**src/rtl/gals_req_arbiter.sv**
```systemverilog
// Round-robin arbiter granting one shared resource to N_REQ 4-phase level requesters.
// Each request is synchronized, edge-detected, latched as pending and served start/done/return-to-zero.
module gals_req_arbiter #(
    parameter int N_REQ    = 4,
    parameter int SYNC_STG = 1,
    parameter int IDX_W    = $clog2(N_REQ),
    parameter int TIMEOUT  = 1024,
    parameter int TO_W     = $clog2(TIMEOUT + 1)
) (
    input  logic             clk,
    input  logic             rst,
    input  logic [N_REQ-1:0] req,
    output logic [N_REQ-1:0] gnt,
    output logic             res_start,
    output logic [IDX_W-1:0] res_sel,
    input  logic             res_done,
    output logic             busy,
    output logic             err
);

    typedef enum logic [1:0] {IDLE, BUSY, RELEASE} state_t;

    state_t                        state;
    logic [N_REQ-1:0][SYNC_STG:0]  dly;
    logic [N_REQ-1:0]              rise;
    logic [N_REQ-1:0]              req_s;
    logic [N_REQ-1:0]              pending;
    logic [IDX_W-1:0]              ptr;
    logic [TO_W-1:0]               wd;
    logic                          win_vld;
    logic [IDX_W-1:0]              win_idx;
    logic [N_REQ-1:0]              win_oh;

    for (genvar k = 0; k < N_REQ; k++) begin : g_sync
        // NOTE: sequential state is updated with non-blocking assignments only, so every
        // flop samples the pre-edge value of its neighbour and the chain shifts one stage per edge.
        always_ff @(posedge clk) begin
            if (rst) begin
                dly[k] <= '0;
            end else if (SYNC_STG == 0) begin
                dly[k] <= req[k];
            end else begin
                dly[k] <= {dly[k][SYNC_STG-1:0], req[k]};
            end
        end

        if (SYNC_STG == 0) begin : g_raw
            assign rise[k] = req[k] & ~dly[k][0];
        end else begin : g_chain
            assign rise[k] = dly[k][SYNC_STG-1] & ~dly[k][SYNC_STG];
        end

        assign req_s[k] = dly[k][SYNC_STG];
    end

    function automatic logic [IDX_W-1:0] rr_idx(input logic [IDX_W-1:0] base, input int off);
        int j;
        j = int'(base) + off;
        if (j >= N_REQ) j = j - N_REQ;
        return IDX_W'(j);
    endfunction

    // Scanning from the farthest offset down lets the nearest pending index at/after ptr win.
    always_comb begin
        win_vld = 1'b0;
        win_idx = '0;
        for (int i = N_REQ - 1; i >= 0; i--) begin
            if (pending[rr_idx(ptr, i)]) begin
                win_vld = 1'b1;
                win_idx = rr_idx(ptr, i);
            end
        end
    end

    assign win_oh = (state == IDLE && win_vld) ? (N_REQ'(1) << win_idx) : '0;

    always_ff @(posedge clk) begin
        if (rst) begin
            state     <= IDLE;
            pending   <= '0;
            ptr       <= '0;
            wd        <= '0;
            gnt       <= '0;
            res_start <= 1'b0;
            res_sel   <= '0;
            busy      <= 1'b0;
            err       <= 1'b0;
        end else begin
            res_start <= 1'b0;
            err       <= 1'b0;
            // A rise in the same cycle as its grant wins, so it is never dropped.
            pending   <= (pending & ~win_oh) | rise;

            case (state)
                IDLE: begin
                    if (win_vld) begin
                        state     <= BUSY;
                        gnt       <= win_oh;
                        res_sel   <= win_idx;
                        busy      <= 1'b1;
                        res_start <= 1'b1;
                        wd        <= '0;
                    end
                end

                BUSY: begin
                    if (res_done) begin
                        state <= RELEASE;
                        gnt   <= '0;
                    end else if (wd == TO_W'(TIMEOUT - 1)) begin
                        state <= RELEASE;
                        gnt   <= '0;
                        err   <= 1'b1;
                    end else begin
                        wd <= wd + 1'b1;
                    end
                end

                RELEASE: begin
                    // Hold off the next grant until the served requester has returned to zero.
                    if (!req_s[res_sel]) begin
                        state <= IDLE;
                        busy  <= 1'b0;
                        ptr   <= (res_sel == IDX_W'(N_REQ - 1)) ? '0 : res_sel + 1'b1;
                    end
                end

                default: state <= IDLE;
            endcase
        end
    end

endmodule

```
**config.mk**
```make
export PLATFORM = sky130hd
export DESIGN_NAME = gals_req_arbiter
export DESIGN_NICKNAME = d
export VERILOG_FILES = /design/src/rtl/gals_req_arbiter.sv
export SDC_FILE = /design/constraint.sdc
export NUM_CORES = 1
export LEC_CHECK = 0
export CELL_PAD_IN_SITES_DETAIL_PLACEMENT = 1
export CELL_PAD_IN_SITES_GLOBAL_PLACEMENT = 2
export CORE_UTILIZATION = 34
export CTS_CLUSTER_DIAMETER = 200
export DETAILED_ROUTE_END_ITERATION = 8
export PLACE_DENSITY = 0.86
export RECOVER_POWER = 25
export SLEW_MARGIN = 20
export SYNTH_ARGS = -nofsm -noshare
export SYNTH_HDL_FRONTEND = slang
export SYNTH_SLANG_ARGS = --single-unit
export TNS_END_PERCENT = 1
```
**constraint.sdc**
```tcl
create_clock -name clk -period 1.75 [get_ports clk]
set_clock_uncertainty 0.1 [all_clocks]
set_input_delay 0.2625 -clock clk [delete_from_list [all_inputs] [get_ports clk]]
set_output_delay 0.2625 -clock clk [all_outputs]
set_load 0.1 [all_outputs]
```
==> results.cfg, run 1 <==
[hold_path]
min_to = wd[10]$_SDFFE_PP0P_
whs_path_depth = 1
hold_path_class = flip-flop to flip-flop
hold_start = wd[10]$_SDFFE_PP0P_

[grt]
grt_use_total_pct = 17.82
grt_pass1_wl_um = 6644
antenna_found_initial = 0
grt_start_max_net_pins = 13
overflow = 0
grt_pass1_vias = 1344

[power_and_ir_drop]
p_int_mw = 1.515
p_leak_nw = 0.7917
pwr-share-clk_pct = 33.1
vdd_drop_max_uv = 597.7
switching_share_pct = 32.03
total_power_mw = 2.229
power.switching_mw = 0.7139
power_frac_seq_pct = 41.5
powerDensity_mw_per_mm2 = 1070
pwr-share-comb_pct = 25.4

[yosys]
synth_cell_type_count = 40
synth_area_mm2 = 0.001530
synth-compound-area-share_pct = 18.48
ys_seq_area_share_pct = 47.10
yosysTopAreaCell = dfxtp_1
synth_fa_ha_area_share_pct = 1.635
synth_top_area_share_pct = 47.10
synth_edf_count = 0
yosysWarnings = 0
synth_simple_gate_area_share_pct = 26.33
synth_common_cells = 36 x dfxtp_1, 16 x nor2b_1, 12 x nand2_1
muxShareOfSynthArea_pct = 4.088
ys_ff_latch = 36
synth_top_family_by_area = simple AND/OR/NAND/NOR gates
async_reset_ff_share_pct = 0
synth_area_leaders = dfxtp_1 47%, nor2b_1 6.5%, a21oi_1 3.6%, o21ai_0 3.6%, nand3_1 2.9%
avgSynthCellArea_um2 = 9.331
syn_inst = 164
yosysMostFrequentCell = dfxtp_1
synth_xor_area_share_pct = 0.5724
syn_nets = 173
ys.flop_type = dfxtp_1

[cells_and_area]
drive_gt1_share_pct = 27.00
nets = 208
final_area_mm2 = 0.002083
antenna_cells = 0
synthToLayoutAreaGrowth_pct = 36.14

[routing]
wl_um = 4027
drc = 0
first_iter_violations = 70
ant_nets = 0
routedWlPerCell_um = 15.98
via_count = 1363
drt-pass1-iter-count = 4
drt-vias-per-instance = 5.409

[placed_design]
gp_congestion = 0.8086
dp_hpwl_um = 2974
placed_cell_area_mm2 = 0.001951
port_buffers = 15

[clocking]
cts_tree = built
cts_max_level = 2
clk_pin_slew_ns = 0.08
cts_inserted_buffers = 5
clkSinkCount = 36
clock_latency_ns = 0.30
cts_buffer_depth = 2
clock-root-buffer = clkbuf_8
postCtsSetupBuffers = 0
hold_buffers = 0

[critical_path]
crit_arrival_ns = 1.82
end_kind = flip-flop
r2r.worst_path.cells = 4
r2r-end = gnt[1]$_SDFFE_PP0P_
cp.required_ns = 1.85
r2r-start = pending[0]$_SDFF_PP0_
crit_fanout = 6
critical_path_class = flip-flop to flip-flop
worstSetupStartpointType = flip-flop
rrSetupSlack_ns = 0.04

[timing]
period_share_pct = 97.85
finalSetupViolCount = 0
finalCriticalPeriod_ns = 1.712
slew_violations = 0
hold_violations = 0
rsz0062_at_grt = yes
max_freq_mhz = 584.0
tightest_slew_ns = 0.5454
relSlewSlack_pct = 63.80

[floorplan]
dieArea_mm2 = 0.004773
coreArea_mm2 = 0.004354
start_util_pct = 35.14
ioPinCount = 16
die_x_um = 69.09
die_h_um = 69.09
rows = 24

[run]
drv_cap = 0

[outcome]
status = complete, no violations
[sequential cells by signal, indices dropped and copies added, names as in the netlist]
register / flops
wd: 11
dly: 8
gnt: 4
pending: 4
ptr: 2
res_sel: 2
state: 2
busy: 1
err: 1
res_start: 1
[worst max-delay path by stage]
stage / start / endpoint / cells after the start
6_report: pending[0]$_SDFF_PP0_ / gnt[1]$_SDFFE_PP0P_ / 4
5_1_grt: pending[0]$_SDFF_PP0_ / gnt[1]$_SDFFE_PP0P_ / 4
4_1_cts: wd[0]$_SDFFE_PP0P_ / gnt[2]$_SDFFE_PP0P_ / 6
3_5_place_dp: res_done / wd[9]$_SDFFE_PP0P_ / 6
3_3_place_gp: res_done / wd[9]$_SDFFE_PP0P_ / 6
2_1_floorplan: res_sel[0]$_SDFFE_PP0P_ / ptr[0]$_SDFFE_PP0P_ / 4
[area by class of cell]
cell class	instances	area, um2
timing repair buffer	31	322.8
multi-input combinational	121	839.6
tap	52	65.06
fill	507	2271
clock buffer	5	68.82
inverter	4	15.01
clock inverter	3	42.54
sequential	36	729.5
[power by group through the flow]
stage / Combinational (mW) / Sequential (mW) / Clock [mW]
floorplan: 0.193 / 1.08 / 0
global placement: 0.540 / 0.938 / 0
detailed placement: 0.551 / 0.943 / 0
CTS: 0.554 / 0.925 / 0.756
global route: 0.602 / 0.932 / 0.799
finish: 0.567 / 0.925 / 0.737
[metal layers]
metal / routed length, um / track usage [%] / vias up / part of all wire [%]
met2: 1972 / 28.69 / 28 / 49
met3: 154 / 4.240 / 5 / 3.8
met1: 1850 / 22.48 / 659 / 46
met5: 0 / 0 / - / 0
li1: - / - / 671 / -
met4: 48 / 8.163 / 0 / 1.2
[critical path, stage by stage, from the launching register on]
cell     delay [ns]
dfxtp_2        0.35
or4_4          0.53
and2_4         0.19
a211o_4        0.34
o32ai_1        0.11
[timing repair]
item,4_1_cts,5_1_grt
endpoints found under the setup margin,6,8
gates resized for setup,1,11
pin swaps,0,2
[stage by stage]
stage / utilization [%] / std cells / hold slack [ns] / setup TNS (ns) / setup WS, ns
4_1_cts: 47.47 / 252 / 0.3529 / 0 / 0.04433
3_5_place_dp: 44.80 / 244 / 0.3425 / -0.6288 / -0.1114
3_3_place_gp: 44.80 / 244 / 0.3329 / -0.1274 / -0.05141
6_report: 47.84 / 252 / 0.3458 / 0 / 0.03766
5_1_grt: 47.84 / 252 / 0.3610 / -0.02912 / -0.01583
2_1_floorplan: - / 164 / 0.2341 / 0 / 0.01878
[cells in the final DEF, fill, tap and decap left out, types with 2 or more instances in the layout]
master and count:
clkbuf_8 5, dfxtp_1 31, nand3b_1 2, o21ai_0 10, mux2i_1 4, dfxtp_2 4
nand4_1 2, nand2b_1 2, buf_4 14, a21o_2 2, a21oi_1 11, inv_1 4
o2111a_1 2, and3_1 3, buf_12 7, nor3_1 2, nand3_1 9, nor2_1 11
clkbuf_2 2, nor2b_1 15, clkbuf_1 2, nand2_1 12, clkdlybuf4s50_1 5, a31oi_1 4
o32ai_2 3, or3_1 3
[kinds of logic after synthesis]
group / Yosys count
AOI/OAI and AO/OA: 43
and+or+nand+nor: 70
muxes: 5
DFF: 36
adders and majority gates: 2
buffers and inverters: 7
xor gates and xnor gates: 1
Power figures use the tool's default switching activity.
==> run 2, diff against run 1 <==
--- a/config.mk
+++ b/config.mk
@@ -9,6 +9,7 @@
 export CELL_PAD_IN_SITES_GLOBAL_PLACEMENT = 2
 export CORE_UTILIZATION = 34
 export CTS_CLUSTER_DIAMETER = 200
+export CTS_CLUSTER_SIZE = 25
 export DETAILED_ROUTE_END_ITERATION = 8
 export PLACE_DENSITY = 0.86
 export RECOVER_POWER = 25
==> results of run 2 <==
No change in the layout: final DEF, timing and power equal those of run 1.
==> patch (settings of run 1) <==
Take the reset off `pending` and load it in a clocked block of its own.
--- a/src/rtl/gals_req_arbiter.sv
+++ b/src/rtl/gals_req_arbiter.sv
@@ -77,7 +77,6 @@
     always_ff @(posedge clk) begin
         if (rst) begin
             state     <= IDLE;
-            pending   <= '0;
             ptr       <= '0;
             wd        <= '0;
             gnt       <= '0;
@@ -89,7 +88,6 @@
             res_start <= 1'b0;
             err       <= 1'b0;
             // A rise in the same cycle as its grant wins, so it is never dropped.
-            pending   <= (pending & ~win_oh) | rise;
 
             case (state)
                 IDLE: begin
@@ -130,5 +128,9 @@
         end
     end
 
+    always_ff @(posedge clk) begin
+        pending <= (pending & ~win_oh) | rise;
+    end
+
 endmodule
 
Function: differs if rst is asserted again (counterexample within 4 cycles, from zero or initial values and one cycle with rst high); with rst held inactive, the same outputs for 4 cycles.
==> patch against run 1 <==
Critical endpoint is now wd[4]. Setup slack better by 0.029 ns. Worst hold slack gained 0.023 ns. Area after synthesis down 5.2%. Critical path depth is 2 higher. Combinational power grew 68%. Sequential cell count is the same. Clock power down 23%. Power up 17%. Count of clock-buffer cells in the layout is 2 higher. Cell area is 3.7% lower. Wire length is 8.9% lower.
==> patch: results (changes against run 1) <==
** Cells and area
- Bufs w/o clock :: 36 (+16%)
- The footprint of the multi-input gates is 730.7 sq um (-13%).
- Final layout net count :: 202 (-2.9%)
- Final Core Density :: 0.4946 (+0.01616)
- Fraction of standard cell area that is sequential :: 0.3660 (+0.01581)
- The non-clock buffer area fraction after layout came to 0.1833 (+0.02834).
- Filler-free cell count of the finished design :: 244 (-3.2%)
- The non-clock inverter instance count of the final layout is 8 (+4).
- The relative area of clock buffers and inverters in the final design came to 0.04052 (-0.01293).
- Layout cell share with drive strength beyond 1 :: 0.2887 (+0.01866)

** Global routing
- Met3 global-route usage :: 0.04730 (+0.004900)
- Overall fraction of global-route tracks in use :: 0.1855 (+0.007243)
- Met2 Track Usage GR :: 0.3238 (+0.03680)
- Largest net degree at the start of global routing :: 19 (+6)
- Number of global-route vias before repair :: 1305 (-2.9%)

** Drt
- Detailed-routed wire length on met2 :: 1851 um (-6.1%)
- Routed length per placed instance :: 15.03 um (-6.0%)
- The routed wire length on met3 is 91 um (-41%).
- Vias after detailed routing :: 1220 (-10%)
- The length of routed wiring on met1 was 1639 um (-11%).

** Worst setup path
- The worst register-to-register path ends at wd[4].
- The worst-case reg-to-reg path depth was 6 (+2).
- On the critical path, the stage with the largest delay is an instance of sky130_fd_sc_hd__o41a_1.
- Setup slack of the most critical reg-to-reg path :: 0.07 ns (+0.03 ns)

** STA
- The actual transition at the worst max-transition pin was 0.5437 ns (-0.001669 ns).
- The time the worst path needs with I/O delays and setup came to 1.683 ns (-0.02910 ns).

** Yosys
- Mux contribution to synthesized area :: 0.03621 (-0.004676)
- Yosys attributes the largest share of cell area to sky130_fd_sc_hd__dfxtp_1 (50%), sky130_fd_sc_hd__a21oi_1 (5.2%), sky130_fd_sc_hd__nor2b_1 (4.3%).
- The commonest cells after synthesis are sky130_fd_sc_hd__dfxtp_1 (36), sky130_fd_sc_hd__a21oi_1 (15), sky130_fd_sc_hd__nor2_1 (15).
- The synthesized net count is 164 (-5.2%).
- Post-synthesis area per instance :: 9.364 sq um (+0.36%)
- The number of distinct library cell variants in the gate-level netlist after synthesis is 36 (-10%).

** Placement
- Routability congestion estimate from global placement :: 0.7831 (-3.2%)
- HPWL after detailed placement :: 2731 um (-8.2%)
- Post-placement setup slack :: -0.1955 ns (-0.08406 ns)

** Pwr
- The sequential cell power is 1.08 mW (+17%).
- The largest vdd supply drop was 0.3853 mV (-36%).
- Fraction of power spent switching nets :: 0.3796 (+0.05927)
- Gate power share :: 0.366 (+0.112)

** Run status
- Status :: complete, no violations
==> patch: what timing repair did <==
action,4_1_cts,5_1_grt
resized for setup,5,10
endpoints found under the setup margin,11,21
pin swaps,1,2
setup buffers,0,1
==> patch: worst min path at each step <==
stage / startpoint / slack [ns] / end / cells past startpoint
finish: dly[6] / 0.37 / dly[7] / 1
global route: dly[6] / 0.38 / dly[7] / 1
CTS: dly[6] / 0.37 / dly[7] / 1
detailed placement: dly[6] / 0.36 / dly[7] / 1
global placement: dly[0] / 0.35 / dly[1] / 1
floorplan: rst / 0.23 / dly[2] / 1
==> patch: cells by family (layout without fill, tap and decap cells) <==
group,count (synthesis),count (layout)
AOI/OAI and AO/OA,27,27
adders and majority gates,2,2
buffers and inverters,13,52
DFF,36,36
and+or+nand+nor,66,66
muxes,4,4
xor gates and xnor gates,7,7
==> patch: critical path: cells and delay by family, from the launching register on <==
family,cells,cell delay [ns]
compound gates,1,0.48
xor+xnor,1,0.18
simple gates,3,0.27
buf+inv,1,0.16
flops,1,0.38
